[config.mk]
export PLATFORM = sky130hd
export DESIGN_NAME = spi_flash_arbiter
export DESIGN_NICKNAME = d
export VERILOG_FILES = /design/src/rtl/spi_flash_arbiter_pkg.sv /design/src/rtl/bit_synchronizer.sv /design/src/rtl/spi_flash_arbiter.sv
export SDC_FILE = /design/constraint.sdc
export NUM_CORES = 1
export LEC_CHECK = 0
export BUFFER_PORTS_ARGS = -buffer_cell sky130_fd_sc_hd__buf_2
export CAP_MARGIN = 20
export CORE_MARGIN = 2
export CORE_UTILIZATION = 51
export DETAILED_ROUTE_END_ITERATION = 8
export PLACE_DENSITY = 0.75
export SLEW_MARGIN = 20
export SYNTH_ARGS = -nofsm -noshare
export SYNTH_HDL_FRONTEND = slang
export SYNTH_SLANG_ARGS = --single-unit
[constraint.sdc]
create_clock -name clk -period 2.3 [get_ports clk]
set_clock_uncertainty 0.1 [all_clocks]
set_input_delay 0.46 -clock clk [delete_from_list [all_inputs] [get_ports clk]]
set_output_delay 0.46 -clock clk [all_outputs]
set_load 0.005 [all_outputs]
[src/rtl/spi_flash_arbiter_pkg.sv]
// Shared definitions for the SPI flash arbiter: FSM encodings, SPI idle
// levels and the CPU-starvation counter width.
package spi_flash_arbiter_pkg;

  typedef enum logic [1:0] {
    ST_IDLE     = 2'd0,
    ST_CTRL_OWN = 2'd1,
    ST_WR_OWN   = 2'd2,
    ST_GUARD    = 2'd3
  } arb_state_t;

  localparam logic CS_IDLE   = 1'b1;
  localparam logic CLK_IDLE  = 1'b0;
  localparam logic MOSI_IDLE = 1'b0;

  localparam int TIMEOUT_W = 16;

endpackage

[src/rtl/bit_synchronizer.sv]
// Multi-flop synchronizer for a single asynchronous bit; flops reset to
// RESET_VAL so the downstream logic sees a defined "inactive" level.
module bit_synchronizer #(
  parameter int   STAGES    = 2,
  parameter logic RESET_VAL = 1'b0
) (
  input  logic clk,
  input  logic rst_n,
  input  logic d,
  output logic q
);

  logic [STAGES-1:0] sync_reg;

  always_ff @(posedge clk or negedge rst_n) begin
    if (!rst_n) begin
      sync_reg <= {STAGES{RESET_VAL}};
    end else begin
      sync_reg <= {sync_reg[STAGES-2:0], d};
    end
  end

  assign q = sync_reg[STAGES-1];

endmodule

[src/rtl/spi_flash_arbiter.sv]
// Sequential arbiter sharing one SPI flash between the ROM read controller
// and the FT2232 writer; ownership changes only with the owner's CS high.
module spi_flash_arbiter
  import spi_flash_arbiter_pkg::*;
#(
  parameter int GUARD_CYCLES   = 2,
  parameter int SYNC_STAGES    = 2,
  parameter int TIMEOUT_CYCLES = 65535
) (
  input  logic       clk,
  input  logic       reset,
  input  logic       i_ctrl_req,
  input  logic       i_ctrl_spi_clk,
  input  logic       i_ctrl_spi_mosi,
  input  logic       i_ctrl_spi_cs,
  input  logic       i_FT_CS,
  input  logic       i_wr_spi_clk,
  input  logic       i_wr_spi_mosi,
  input  logic       i_wr_spi_cs,
  output logic       o_SPI_CLK,
  output logic       o_SPI_MOSI,
  output logic       o_SPI_CS,
  output logic       o_ctrl_grant,
  output logic       o_wr_grant,
  output logic       o_ctrl_wait,
  output logic       o_timeout,
  output logic [1:0] o_state
);

  localparam int GUARD_W = (GUARD_CYCLES > 1) ? $clog2(GUARD_CYCLES) : 1;
  localparam logic [GUARD_W-1:0] GUARD_LAST =
    GUARD_W'((GUARD_CYCLES > 0) ? GUARD_CYCLES - 1 : 0);
  localparam logic [TIMEOUT_W-1:0] TIMEOUT_MAX = TIMEOUT_W'(TIMEOUT_CYCLES);

  arb_state_t           state_reg, state_next;
  logic [GUARD_W-1:0]   guard_cnt_reg;
  logic [TIMEOUT_W-1:0] wait_cnt_reg, wait_cnt_next;
  logic                 ctrl_grant_reg, wr_grant_reg, timeout_reg;
  logic                 ft_cs_s, wr_req_s;

  bit_synchronizer #(
    .STAGES   (SYNC_STAGES),
    .RESET_VAL(1'b1)
  ) u_ft_cs_sync (
    .clk  (clk),
    .rst_n(reset),
    .d    (i_FT_CS),
    .q    (ft_cs_s)
  );

  assign wr_req_s = ~ft_cs_s;

  // Owners release only once their request is gone AND their CS is high.
  always_comb begin
    state_next = state_reg;
    case (state_reg)
      ST_IDLE: begin
        if (wr_req_s)        state_next = ST_WR_OWN;
        else if (i_ctrl_req) state_next = ST_CTRL_OWN;
      end
      ST_CTRL_OWN: begin
        if (!i_ctrl_req && i_ctrl_spi_cs)
          state_next = (GUARD_CYCLES == 0) ? ST_IDLE : ST_GUARD;
      end
      ST_WR_OWN: begin
        if (!wr_req_s && i_wr_spi_cs)
          state_next = (GUARD_CYCLES == 0) ? ST_IDLE : ST_GUARD;
      end
      ST_GUARD: begin
        if (guard_cnt_reg == GUARD_LAST) state_next = ST_IDLE;
      end
      default: state_next = ST_IDLE;
    endcase
  end

  assign o_ctrl_wait = i_ctrl_req && (state_reg != ST_CTRL_OWN);

  always_comb begin
    wait_cnt_next = '0;
    if (o_ctrl_wait)
      wait_cnt_next = (wait_cnt_reg == TIMEOUT_MAX) ? wait_cnt_reg : wait_cnt_reg + 1'b1;
  end

  always_ff @(posedge clk or negedge reset) begin
    if (!reset) begin
      state_reg      <= ST_IDLE;
      guard_cnt_reg  <= '0;
      ctrl_grant_reg <= 1'b0;
      wr_grant_reg   <= 1'b0;
      wait_cnt_reg   <= '0;
      timeout_reg    <= 1'b0;
    end else begin
      state_reg      <= state_next;
      ctrl_grant_reg <= (state_next == ST_CTRL_OWN);
      wr_grant_reg   <= (state_next == ST_WR_OWN);
      if (state_reg == ST_GUARD && state_next == ST_GUARD)
        guard_cnt_reg <= guard_cnt_reg + 1'b1;
      else
        guard_cnt_reg <= '0;
      wait_cnt_reg <= wait_cnt_next;
      if (wait_cnt_next == TIMEOUT_MAX)
        timeout_reg <= 1'b1;
    end
  end

  // SPI lines are muxed straight through so the writer's SCK is never resampled.
  always_comb begin
    o_SPI_CS   = CS_IDLE;
    o_SPI_CLK  = CLK_IDLE;
    o_SPI_MOSI = MOSI_IDLE;
    case (state_reg)
      ST_CTRL_OWN: begin
        o_SPI_CS   = i_ctrl_spi_cs;
        o_SPI_CLK  = i_ctrl_spi_clk;
        o_SPI_MOSI = i_ctrl_spi_mosi;
      end
      ST_WR_OWN: begin
        o_SPI_CS   = i_wr_spi_cs;
        o_SPI_CLK  = i_wr_spi_clk;
        o_SPI_MOSI = i_wr_spi_mosi;
      end
      default: ;
    endcase
  end

  assign o_ctrl_grant = ctrl_grant_reg;
  assign o_wr_grant   = wr_grant_reg;
  assign o_timeout    = timeout_reg;
  assign o_state      = state_reg;

endmodule
; Word-level counts from Yosys, hierarchy flattened
; Cells that the tools add are included.
[op_classes]
add_sub_neg = 2
eq_ne = 9
mux = 12
n_reduce_logical = 6
[op_table]
columns = operator, n
row1 = "16-bit equality test, second input constant", 2
row2 = 16-bit two-way mux, 2
row3 = "16-bit by 1-bit adder with 16-bit output, second input constant", 1
row4 = 2-bit two-way mux, 5
row5 = "2-bit equality test, second input constant", 4
row6 = 2-bit one-hot mux with 4 select lines, 1
row7 = 1-bit one-hot mux with 2 select lines, 3
row8 = "2-bit by 1-bit equality test with 1-bit output, second input constant", 2
row9 = 1-bit logical AND, 4
row10 = 2-bit logical NOT, 1
row11 = "2-bit by 1-bit inequality test with 1-bit output, second input constant", 1
row12 = "1-bit adder, second input constant", 1
row13 = 1-bit logical NOT, 1
row14 = 1-bit two-way mux, 1
[totals]
reg_bits = 24
inputBits = 10
output_inout_bits = 9
wordCells = 36

; Depth between registers and ports, before layout
; Gate-level depths: netlist of run 1.
[logic_depth]
ltp_word = 7
depth_mapped = 9
ltp_nobuf = 9

; By module
; Synthesis of run 1 repeated with hierarchy kept, for this count alone.
[unflattened]
hier_cells = 145
hier_area_um2 = 1400.1
[by_module_without_submodules]
columns = module, n_inst, cells_per_inst, area_per_inst_um2, seq_area_each_um2
row1 = spi_flash_arbiter, 1, 143, 1347.5, 550.5
row2 = bit_synchronizer, 1, 2, 52.6, 52.6

; Least setup slack after synthesis of run 1
; Ideal clock, no wire load.
[synth_path]
path_kind = register -> register
from = register state_reg[1] (netlist: o_state[1])
to = register timeout_reg (netlist: o_timeout)
setup_time_ns = 0.065
t_arrival_ns = 2.012
required_time_ns = 2.135
setup_slack_ns = 0.123
stages_incl_launch_ff = 10
n_path_buf = 0
synth_period_minus_slack_ns = 2.177
path_cell_list = dfrtp_1 > inv_1 > ha_1 > inv_1 > nand2_1 > inv_1 > o31ai_1 > or4_1 > nor4_2 > a31o_1
[synth_via]
elab_chain_cells = 4
[synth_lines]
columns = element, line_no
row1 = start: declaration, spi_flash_arbiter.sv:35  ; arb_state_t state_reg, state_next;
row2 = start signal: assignment, spi_flash_arbiter.sv:93  ; state_reg <= state_next;
row3 = 2-bit by 1-bit inequality test with 1-bit output, spi_flash_arbiter.sv:76  ; assign o_ctrl_wait = i_ctrl_req && (state_reg != ST_CTRL_OWN);
row4 = 1-bit logical AND, spi_flash_arbiter.sv:76
row5 = net o_ctrl_wait, spi_flash_arbiter.sv:25  ; output logic o_ctrl_wait,
row6 = 16-bit two-way mux, spi_flash_arbiter.sv:80  ; if (o_ctrl_wait)
row7 = 16-bit equality test, spi_flash_arbiter.sv:101  ; if (wait_cnt_next == TIMEOUT_MAX)
row8 = end signal: assignment, spi_flash_arbiter.sv:91  ; timeout_reg <= 1'b0;
row9 = end signal: assignment, spi_flash_arbiter.sv:102  ; timeout_reg <= 1'b1;
row10 = end: declaration, spi_flash_arbiter.sv:38  ; logic ctrl_grant_reg, wr_grant_reg, timeout_reg;
; The timed path passes the listed nets, and every way through them passes these cells.
; A chain may end at the register's enable or synchronous reset.

; Worst setup path in the final report of run 1
[layout_path]
from = register state_reg[1] (netlist: o_state[1])
to = output port o_ctrl_wait
[layout_via]
elab_chain_cells = 2
[layout_lines]
columns = element, line_no
row1 = 2-bit by 1-bit inequality test with 1-bit output, spi_flash_arbiter.sv:76
row2 = 1-bit logical AND, spi_flash_arbiter.sv:76
row3 = end: declaration, spi_flash_arbiter.sv:25
; Every way passes these cells.

==> metrics.yaml, run 1 <==
run_status:
  run_status: "complete, but fails checks"
  violations: "hold timing"
logic_synthesis:
  synth_nets: 160
  synth_ff_type: "dfrtp_1"
  synth_seq_cells: 24
  ys_types: 42
  syn_avg_cell_area_sq_um: 9.66
  synth_edf_count: 0
  synthCells: 145
  ys_warn_count: 0
  async_flop_share: 1.00
  syn_area_sq_um: 1400
  yosysSeqAreaShare: 0.431
floorplan:
  core-area_sq_um: 2540
  die_x_microns: 56.4
  start_util: 0.550
  die-area_sq_um: 3180
  num_io_pins: 19
  rows: 18
  die_h_microns: 56.4
detailed_routing:
  drt-initial-drc-count: 49
  wire_per_inst_microns: 16.7
  postRouteAntennaNets: 0
  vias: 1292
  first_pass_iters: 4
  totalWireLength_microns: 3430
  drc: 0
  via_per_inst: 6.30
pwr:
  leakage_nw: 0.728
  p_int_mw: 0.784
  p_comb_frac: 0.439
  power_switching_mw: 0.450
  ir_drop_v: 0.000673
  p_sw_frac: 0.365
  power_density_nw_per_um2: 757
  clkPwrFrac: 0.155
  power.total_mw: 1.23
  power_frac_seq: 0.406
place:
  place_hpwl_microns: 2590
  dp_slack_ns: 0.120
  globalplace.congestion: 0.870
  portBuffers: 18
worst_setup_path:
  critical_path_arrival_ns: 1.62
  rrSetupSlack_ns: 0.13
  critPathLaunchType: "register"
  crit_type: "register to primary output"
  required_ns: 1.74
  critical_path.endpoint_type: "primary output"
  path_max_fanout: 5
timing:
  hold_violations: 5
  maxSlewHeadroom: 0.631
  min_period_ns: 2.18
  worst_slack_ns: 0.120
  drv_slew: 0
  fin_crit_sh: 0.948
  clock.fmax_mhz: 459
  rsz0062_at_grt: "false"
  setup_viol: 0
  worstMarginPinSlew_ns: 0.539
  setup_tns_ns: 0
  holdWs_ns: -0.00677
global_route:
  grt_usage: 0.228
  grt_overflow: 0
  grt_pass1_wl_microns: 5560
  antenna_found_initial: 0
  grt_max_degree: 25
  grt_pass1_vias: 1181
cells_and_area:
  layout-area-overhead-vs-synth_pct: 16.4
  nets: 191
  largest_reg_flops: 16
  drive_gt1_frac: 0.269
  antenna_cells: 0
cts:
  post_cts_resized: 0
  clkSlewWorstSetupHoldPaths_ns: 0.13
  clock_path_buffers: 2
  cts_setup_buffers: 0
  cts_made_buffers: 3
  cts.sinks: 24
  cts_root_buffer: "clkbuf_4"
  htree_levels: 1
  clk_latency_ns: 0.32
  cts_tree: "done"
  hold_buffers: 0
run:
  drv_cap: 0
hold_path:
  worstHoldPathType: "input port to asynchronous set/reset pin"
==> per-layer routing <==
layer  global-route usage  vias up  part of all wire
met5                    0        -                 0
met4               0.0782        0             0.015
met3               0.0461        6             0.073
met2                0.343       54              0.45
met1                0.328      617              0.46
li1                     -      615                 -
==> power by group through the flow <==
stage,Clock (mW),Sequential [mW],Combinational (mW)
2_1_floorplan,0,0.529,0.286
3_3_place_gp,0,0.505,0.514
3_5_place_dp,0,0.508,0.533
4_1_cts,0.198,0.499,0.535
5_1_grt,0.219,0.506,0.608
6_report,0.191,0.500,0.542
==> per-stage QoR <==
| stage | cell area, sq um | std cells | hold slack [ns] | util |
|---|---|---|---|---|
| after detailed placement | 1600 | 201 | 0.250 | 0.627 |
| after floorplan | 1400 | 145 | 0.0644 | - |
| after global routing | 1630 | 205 | 0.0283 | 0.640 |
| after global placement | 1600 | 201 | 0.246 | 0.627 |
| after CTS | 1620 | 205 | 0.0138 | 0.638 |
| final | 1630 | 205 | -0.00677 | 0.640 |
==> kinds of logic (layout without fill, tap and decap cells) <==
logic type / after synthesis / after routing / share of synthesized area
compound gates: 33 / 33 / 0.161
xor+xnor: 3 / 3 / 0.0188
fa+ha+maj: 5 / 5 / 0.0447
buf+inv: 12 / 42 / 0.0340
flops: 24 / 24 / 0.431
mux: 1 / 1 / 0.00804
simple gates: 67 / 67 / 0.303
==> path summary, 6_finish.rpt <==
| path | start | to | cells past startpoint |
|---|---|---|---|
| hold / removal | reset | wait_cnt_reg[13]$_DFF_PN0_ | 1 |
| hold reg to reg | u_ft_cs_sync.sync_reg[0]$_DFF_PN1_ | u_ft_cs_sync.sync_reg[1]$_DFF_PN1_ | 0 |
| setup reg to reg | wait_cnt_reg[5]$_DFF_PN0_ | o_timeout$_DFFE_PN0N_ | 6 |
| setup / recovery | o_state[1]$_DFF_PN0_ | o_ctrl_wait | 7 |
| min in group clk | i_FT_CS | u_ft_cs_sync.sync_reg[0]$_DFF_PN1_ | 1 |
| max in group asynchronous | reset | u_ft_cs_sync.sync_reg[1]$_DFF_PN1_ | 1 |
==> worst max-delay path, cell delays in order, from the launching register on <==
cell     delay, ns
dfrtp_1       0.39
inv_1         0.11
ha_1          0.22
inv_1         0.08
nand2_2       0.13
inv_1         0.09
buf_4         0.16
buf_2         0.13
==> cell usage after synthesis (all sizes together) (2+ instances only) <==
cell | instances | area (sq um)
a211oi | 2 | 15.0
a21oi | 7 | 35.0
a22oi | 3 | 22.5
a31o | 2 | 17.5
a31oi | 2 | 12.5
a41oi | 3 | 26.3
and2 | 3 | 18.8
and3 | 4 | 26.3
and4 | 6 | 55.1
buf | 2 | 10.0
dfrtp | 22 | 551
dfstp | 2 | 52.6
ha | 5 | 62.6
inv | 9 | 33.8
nand2 | 12 | 45.0
nand2b | 3 | 18.8
nand3 | 3 | 15.0
nand4 | 9 | 77.6
nor2 | 11 | 48.8
nor2b | 2 | 12.5
nor3 | 3 | 15.0
nor4 | 5 | 43.8
o211ai | 2 | 15.0
o21ai | 5 | 25.0
o31ai | 3 | 22.5
or4 | 4 | 30.0
xnor2 | 3 | 26.3
==> cells in the final DEF (no fill, tap or decap), types with 4 or more instances in the layout <==
cell / instances
a21oi_1: 7
and4_1: 4
buf_2: 18
buf_4: 11
dfrtp_1: 21
ha_1: 4
inv_1: 9
nand2_1: 11
nand4_1: 7
nor2_1: 10
o21ai_0: 5
or4_1: 4
==> cell type report <==
class | count | area, sq um
inverters | 9 | 33.8
fillers | 204 | 916
well taps | 30 | 37.5
repair buffers | 29 | 173
flip-flops and latches | 24 | 604
multi-input cells | 109 | 754
clock buffers | 4 | 26.3
No activity file was read; power rests on OpenSTA's default activity.
==> run 2, diff against run 1 <==
Settings changed: CORE_UTILIZATION 51 to 53, CTS_BUF_LIST set to sky130_fd_sc_hd__clkbuf_4, PLACE_DENSITY 0.75 to 0.77.
==> metrics.yaml, run 2 (synthesis results as in run 1) <==
cells_and_area:
  layout-area-overhead-vs-synth_pct: 17.1
  layout_common_cells: "20 x dfrtp_1, 18 x buf_2, 12 x nand2_1, 10 x nor2_1, 9 x buf_4"
  mostFrequentLayoutCell: "dfrtp_1"
  fin_cells: 203  # -0.98%
  multi_input_area_sq_um: 752  # -0.33%
  fillers: 204  # unchanged
  fin_util: 0.656  # +0.0155
  antenna_cells: 0  # unchanged
  drive_gt1_frac: 0.272  # +0.00310
  fin_area_sq_um: 1640  # +0.61%
  nets: 189  # -1.0%
  largest_reg_flops: 16  # unchanged
  ff_latch_area_sq_um: 606  # +0.21%
worst_setup_path:
  crit_start: "wait_cnt_reg[1]$_DFF_PN0_"
  crit_type: "register to register"
  required_ns: 2.47  # +0.73 ns
  r2r-start: "wait_cnt_reg[1]$_DFF_PN0_"
  ff2ff_path_depth: 7  # +1
  endpoint: "o_timeout$_DFFE_PN0N_"
  critical_path_arrival_ns: 2.36  # +0.74 ns
  critical_path.endpoint_type: "register"
  rrSetupSlack_ns: 0.11  # -0.02 ns
  path_max_fanout: 4  # -1
  reg2reg_to: "o_timeout$_DFFE_PN0N_"
  critPathLaunchType: "register"
floorplan:
  rows: 18  # unchanged
  die_x_microns: 55.4  # -1.8%
  die_h_microns: 55.4  # -1.8%
  die-area_sq_um: 3070  # -3.5%
  core-area_sq_um: 2500  # -1.8%
  start_util: 0.560  # +0.00991
  num_io_pins: 19  # unchanged
cts:
  hold_buffers: 0  # unchanged
  clock_path_buffers: 2  # unchanged
  clkSlewWorstSetupHoldPaths_ns: 0.14  # about the same
  htree_levels: 1  # unchanged
  cts_root_buffer: "clkbuf_4"
  cts_tree: "done"
  cts.sinks: 24  # unchanged
  cts_made_buffers: 3  # unchanged
  clk_latency_ns: 0.32  # about the same
timing:
  worst_slack_ns: 0.113  # -0.00701 ns
  holdWs_ns: -0.00297  # +0.00380 ns
  fin_crit_sh: 0.951  # +0.00305
  min_period_ns: 2.19  # +0.00701 ns
  clock.fmax_mhz: 457  # -0.32%
  worstMarginPinSlew_ns: 0.538  # -0.00123 ns
  drv_slew: 0  # unchanged
  rsz0062_at_grt: "false"
  setup_viol: 0  # unchanged
  setup_tns_ns: 0  # unchanged
  hold_violations: 1  # -4
  maxSlewHeadroom: 0.641  # +0.0101
pwr:
  ir_drop_v: 0.000493  # -27%
  power_frac_seq: 0.382  # -0.024
  p_int_mw: 0.886  # +13%
  clkPwrFrac: 0.229  # +0.074
  power_switching_mw: 0.454  # +0.83%
  p_sw_frac: 0.339  # -0.0259
  leakage_nw: 0.728  # about the same
  power_density_nw_per_um2: 817  # +7.9%
  p_comb_frac: 0.389  # -0.050
  power.total_mw: 1.34  # +8.5%
run:
  drv_cap: 0  # unchanged
global_route:
  grt_overflow: 0  # unchanged
  antenna_found_initial: 0  # unchanged
  use_met1: 0.302  # -0.0258
  met2_usage: 0.374  # +0.0313
  top_usage_layer: "met2"
  grt_usage: 0.234  # +0.00540
  grt_max_degree: 25  # unchanged
  grt_pass1_vias: 1216  # +3.0%
  grtUsageMet3: 0.0468  # +0.000755
  grt_pass1_wl_microns: 5640  # +1.5%
place:
  place_area_sq_um: 1570  # -1.9%
  dp.cells: 197  # -2.0%
  place_hpwl_microns: 2550  # -1.6%
  globalplace.congestion: 0.950  # +9.2%
  portBuffers: 18  # unchanged
  dp_slack_ns: 0.114  # -0.00626 ns
run_status:
  violations: "hold timing"
  run_status: "complete, but fails checks"
detailed_routing:
  vias: 1253  # -3.0%
  via_per_inst: 6.17  # -2.1%
  postRouteAntennaNets: 0  # unchanged
  wire_per_inst_microns: 16.9  # +1.1%
  drc: 0  # unchanged
  first_pass_iters: 4  # unchanged
  drt-initial-drc-count: 59  # +20%
  totalWireLength_microns: 3430  # +0.15%
hold_path:
  worstHoldPathType: "input port to asynchronous set/reset pin"
[run 2: worst min path at each step]
stage / endpoint / slack (ns) / depth (start not counted)
2_1_floorplan: guard_cnt_reg$_DFF_PN0_ / 0.06 / 0
3_3_place_gp: u_ft_cs_sync.sync_reg[1]$_DFF_PN1_ / 0.25 / 0
3_5_place_dp: u_ft_cs_sync.sync_reg[1]$_DFF_PN1_ / 0.25 / 0
4_1_cts: wait_cnt_reg[2]$_DFF_PN0_ / 0.01 / 1
5_1_grt: wait_cnt_reg[8]$_DFF_PN0_ / 0.02 / 1
6_report: wait_cnt_reg[2]$_DFF_PN0_ / -0.003 / 1
[run 2: repair_timing]
| action | CTS | global route |
|---|---|---|
| endpoints found under the setup margin | 0 | 1 |
| buffers inserted | 0 | 2 |
| resized for setup | 0 | 4 |
[run 2: critical path: stages, from the launching register on]
cell and delay (ns):
dfrtp_1 0.41, ha_2 0.24, nand4_4 0.11, nor2_4 0.17
a41oi_1 0.16, or4_1 0.57, nor4_2 0.22, a31o_1 0.16
[run 2: area by class of cell]
type	count	share of cell area
multi-input combinational	109	0.459
sequential	24	0.369
clock buffer	3	0.0137
timing repair buffer	27	0.0962
tap	30	0.0229
inverter	9	0.0206
clock inverter	1	0.0183
[run 2: power groups by stage]
stage / logic [mW] / clock network, mW / registers, mW
floorplan: 0.286 / 0 / 0.529
global placement: 0.468 / 0 / 0.515
detailed placement: 0.496 / 0 / 0.518
CTS: 0.499 / 0.316 / 0.510
global route: 0.593 / 0.339 / 0.517
finish: 0.521 / 0.307 / 0.511
[run 2: layer usage]
| metal | vias up | share of wire |
|---|---|---|
| li1 | 608 | - |
| met1 | 591 | 0.44 |
| met2 | 46 | 0.49 |
| met3 | 8 | 0.048 |
| met4 | 0 | 0.020 |
| met5 | - | 0 |
